--- src/rtl/display_scan_ctrl.sv ---
// Four-digit multiplexed display scanner with a double-buffered display value.
// Each digit is lit for div+1 cycles, then all digits are dark for BLANK_CYC cycles.
module display_scan_ctrl #(
   parameter int DIV_W     = 16,
   parameter int BLANK_CYC = 4
) (
   input  logic             clock,
   input  logic             reset,
   input  logic [DIV_W-1:0] div,
   input  logic             load_valid,
   input  logic [15:0]      load_data,
   output logic             load_ready,
   input  logic             lz_blank_en,
   output logic [1:0]       SEL,
   output logic [3:0]       CAT,
   output logic [3:0]       NIBBLE,
   output logic             frame_done
);

   // state   | meaning
   // SCAN    | digit SEL is lit; the prescaler counts up to div
   // GAP     | all digits dark; the gap counter counts down BLANK_CYC cycles
   typedef enum logic {ST_SCAN, ST_GAP} state_t;

   localparam logic [3:0] GAP_LOAD = 4'(BLANK_CYC - 1);

   state_t           state;
   logic [DIV_W-1:0] presc;
   logic [3:0]       gap_cnt;
   logic [1:0]       sel;
   logic [15:0]      shadow;
   logic [15:0]      pending;
   logic             full;
   logic             lead0, lead1, lead2;

   always_ff @(negedge clock or negedge reset) begin
      if (!reset) begin
         state      <= ST_SCAN;
         presc      <= '0;
         gap_cnt    <= '0;
         sel        <= 2'd0;
         shadow     <= 16'h0000;
         pending    <= 16'h0000;
         full       <= 1'b0;
         frame_done <= 1'b0;
      end else begin
         frame_done <= 1'b0;
         // Accept only into an empty pending slot; the boundary copy only
         // fires when the slot is full, so the two never collide.
         if (load_valid && !full) begin
            pending <= load_data;
            full    <= 1'b1;
         end
         case (state)
            ST_SCAN: begin
               if (presc >= div) begin
                  presc   <= '0;
                  gap_cnt <= GAP_LOAD;
                  state   <= ST_GAP;
               end else begin
                  presc <= presc + 1'b1;
               end
            end
            ST_GAP: begin
               if (gap_cnt == 4'd0) begin
                  state <= ST_SCAN;
                  sel   <= sel + 1'b1;
                  if (sel == 2'd3) begin
                     frame_done <= 1'b1;
                     if (full) begin
                        shadow <= pending;
                        full   <= 1'b0;
                     end
                  end
               end else begin
                  gap_cnt <= gap_cnt - 1'b1;
               end
            end
            default: state <= ST_SCAN;
         endcase
      end
   end

   assign load_ready = ~full;
   assign SEL        = sel;

   // A digit is blanked when it and every digit to its left hold zero.
   assign lead0 = (shadow[15:12] == 4'h0);
   assign lead1 = lead0 && (shadow[11:8] == 4'h0);
   assign lead2 = lead1 && (shadow[7:4] == 4'h0);

   always_comb begin
      NIBBLE = 4'h0;
      case (sel)
         2'd0:    NIBBLE = shadow[15:12];
         2'd1:    NIBBLE = shadow[11:8];
         2'd2:    NIBBLE = shadow[7:4];
         default: NIBBLE = shadow[3:0];
      endcase
   end

   always_comb begin
      CAT = 4'b0000;
      if (state == ST_SCAN) begin
         case (sel)
            2'd0:    CAT = (lz_blank_en && lead0) ? 4'b0000 : 4'b1000;
            2'd1:    CAT = (lz_blank_en && lead1) ? 4'b0000 : 4'b0100;
            2'd2:    CAT = (lz_blank_en && lead2) ? 4'b0000 : 4'b0010;
            default: CAT = 4'b0001;
         endcase
      end
   end

endmodule

--- config.mk ---
export PLATFORM = sky130hd
export DESIGN_NAME = display_scan_ctrl
export DESIGN_NICKNAME = d
export VERILOG_FILES = /design/src/rtl/display_scan_ctrl.sv
export SDC_FILE = /design/constraint.sdc
export NUM_CORES = 1
export LEC_CHECK = 0
export ABC_CLOCK_PERIOD_IN_PS = 2700
export BUFFER_PORTS_ARGS = -buffer_cell sky130_fd_sc_hd__buf_4
export CAP_MARGIN = 20
export CORE_ASPECT_RATIO = 0.75
export CORE_MARGIN = 2
export CORE_UTILIZATION = 50
export CTS_BUF_LIST = sky130_fd_sc_hd__clkbuf_2
export DETAILED_ROUTE_END_ITERATION = 10
export PLACE_DENSITY = 0.72
export SLEW_MARGIN = 40
export SYNTH_ARGS = -nofsm -noshare
export SYNTH_HDL_FRONTEND = slang
export SYNTH_SLANG_ARGS = --single-unit
--- constraint.sdc ---
create_clock -name clock -period 2.7 [get_ports clock]
set_clock_uncertainty 0.1 [all_clocks]
set_input_delay 0.54 -clock clock [delete_from_list [all_inputs] [get_ports clock]]
set_output_delay 0.54 -clock clock [all_outputs]
set_load 0.02 [all_outputs]
==> results_dict.tcl <==
set metrics [dict create \
    synthesis.area_um2 3150 \
    die_height_um 72.7 \
    overflow 0 \
    worstSetupStartpointType "flip-flop" \
    cp_max_fo 5 \
    cts_hold_buf 0 \
    cts-root-buf "clkbuf_2" \
    dp_cells 454 \
    yosysMostFrequentCell "dfrtn_1" \
    async_reset_ff_frac 1.00 \
    synth-xor-area-share 0.00556 \
    slew_headroom 0.706 \
    h-tree-depth 3 \
    synth_simple_gate_area_frac 0.140 \
    rsz0062_at_grt "true" \
    hold_viol 0 \
    tightest_slew_ns 0.441 \
    layout-drive-gt1-share 0.532 \
    syn_area_per_cell_um2 10.6 \
    fin_ws_ns -1.27 \
    grt_pass1_vias 2626 \
    die_x_um 95.6 \
    synth.cells.most_frequent "dfrtn_1 (57), mux2_2 (32), inv_1 (31)" \
    wl_um 8250 \
    vias 2739 \
    insertion_delay_ns 0.45 \
    muxShareOfSynthArea 0.137 \
    start_util 0.508 \
    vias_per_cell 5.62 \
    p_leak_nw 2.16 \
    violations "setup timing" \
    synth_compound_area_frac 0.118 \
    num_antenna_cells 0 \
    stdcell_count 487 \
    cap_violations 0 \
    synth_seq_cells 57 \
    whs_ns 0.325 \
    seqCellArea_um2 1430 \
    numPortBuffers 47 \
    cp_data_required_time_ns 2.06 \
    synth_top_area_frac 0.453 \
    peakVddDrop_uv 649 \
    syn_inst 298 \
    multi_input_area_um2 2020 \
    io-pin-count 48 \
    synthFlopType "dfrtn_1" \
    synth_edf_count 0 \
    grt_pass1_wl_um 12900 \
    n_fill_cell 401 \
    grt_max_degree 28 \
    first_pass_iters 6 \
    synth_top_family_by_area "simple AND/OR/NAND/NOR gates" \
    cts_tree "built" \
    setup_viol 33 \
    hpwl_um 5370 \
    postRouteAntennaNets 0 \
    cts_buffer_depth 2 \
    netlist-cell-type-count 49 \
    drc 0 \
    cts_buffers 9 \
    dp_slack_ns -1.23 \
    drt_iter0_markers 114 \
    yosys-top-cells-area "dfrtn_1 (45%), mux2_2 (11%), ha_1 (9.1%)" \
    final_max_slew_viol_count 0 \
    routedWlPerCell_um 16.9 \
    cts.sinks 57 \
    synth_fa_ha_area_frac 0.0914 \
    yosys.area.top_type "dfrtn_1" \
    antenna_found_initial 0 \
    crit_arrival_ns 3.33 \
    fin_nets 460 \
    p_per_area_nw_per_um2 1040 \
    clkTransAtPathRegs_ns 0.13 \
    place.gp.congestion 0.858 \
    core-area_um2 6190 \
    area_growth_pct 49.9 \
    rows 25 \
    gr-usage-all-layers 0.246 \
    synth_fp_nets 357 \
    yosysSeqAreaShare 0.453 \
    design.die.area_um2 6960 \
    hp-class "flip-flop to flip-flop" \
    path_class "flip-flop to primary output" \
    ys_warn_count 0 \
    end_kind "primary output" \
    status "complete, but fails checks" \
]
path summary, 6_finish.rpt:
kind	from	end	slack, ns	depth (start not counted)
setup / recovery	SEL[1]	NIBBLE[1]	-1.27	5
hold / removal	gap_cnt[0]	gap_cnt[0]	0.33	1
setup reg to reg	presc[8]	presc[4]	0.21	8
hold reg to reg	gap_cnt[0]	gap_cnt[0]	0.33	1
max in group asynchronous	reset	gap_cnt[3]	0.99	2
min in group asynchronous	reset	pending[0]	1.06	1
metal layers:
layer	vias up	track usage	wire length, µm
met5	-	0	0
met4	0	0.0778	133
met3	19	0.0661	397
met2	74	0.364	4010
met1	1352	0.353	3710
li1	1294	-	-
metrics by stage:
step	utilization	TNS, ns	power (mW)	instance area [µm²]
2_1_floorplan	-	-23.93	2.97	3490
3_3_place_gp	0.673	-31.14	3.66	4170
3_5_place_dp	0.673	-31.60	3.73	4170
6_report	0.762	-25.68	4.90	4720
5_1_grt	0.762	-27.02	5.22	4720
4_1_cts	0.733	-23.83	4.61	4540
worst max-delay path, cell delays in order, from the launching register on:
cell and delay, ns:
dfrtn_1 0.49, inv_2 0.08, ha_4 0.17, a222oi_1 0.46
mux2i_2 0.14, buf_4 0.18
final cells by class:
class | count | share of cell area
Clock inverter | 7 | 0.0167
Clock buffer | 9 | 0.00954
Multi-Input combinational cell | 200 | 0.429
Inverter | 31 | 0.0299
Sequential cell | 57 | 0.302
Tap cell | 81 | 0.0215
Timing Repair Buffer | 102 | 0.192
cells by family after synthesis:
family / Yosys count
compound gates: 51
xor+xnor: 2
fa+ha+maj: 23
buf+inv: 41
flops: 57
mux: 39
simple gates: 85
cell usage in the layout, fill, tap and decap left out, types with 3 or more instances in the layout:
| cell | n |
|---|---|
| nor2_1 | 5 |
| mux2_4 | 16 |
| nand3_1 | 11 |
| clkinvlp_4 | 3 |
| nand4_1 | 7 |
| nand3_2 | 6 |
| o21ai_2 | 4 |
| a31oi_4 | 3 |
| mux2i_2 | 3 |
| o21a_1 | 3 |
| clkbuf_2 | 9 |
| dfrtn_1 | 57 |
| nand2_1 | 21 |
| a222oi_1 | 4 |
| inv_1 | 18 |
| o21ai_0 | 8 |
| inv_4 | 4 |
| nor4_1 | 3 |
| ha_1 | 10 |
| buf_12 | 3 |
| ha_4 | 12 |
| nor3_1 | 4 |
| and3_1 | 4 |
| buf_6 | 23 |
| buf_4 | 74 |
| o211ai_1 | 6 |
| inv_2 | 7 |
| mux2i_1 | 3 |
| mux2_2 | 16 |
registers in the layout, indices dropped and copies added, names as in the netlist:
register    cells
pending        16
presc          16
shadow         16
gap_cnt         4
SEL             2
frame_done      1
full            1
state           1
power by group:
part,internal [mW],switching (mW)
logic,1.53,1.18
registers,1.24,0.365
clock network,0.218,0.369
repair_timing:
action / CTS / global route
setup endpoints to repair: 33 / 33
gates cloned: 2 / 0
gates resized for setup: 39 / 27
buffers inserted: 11 / 5
pin swaps: 20 / 17
(Power assumes the default switching activity.)
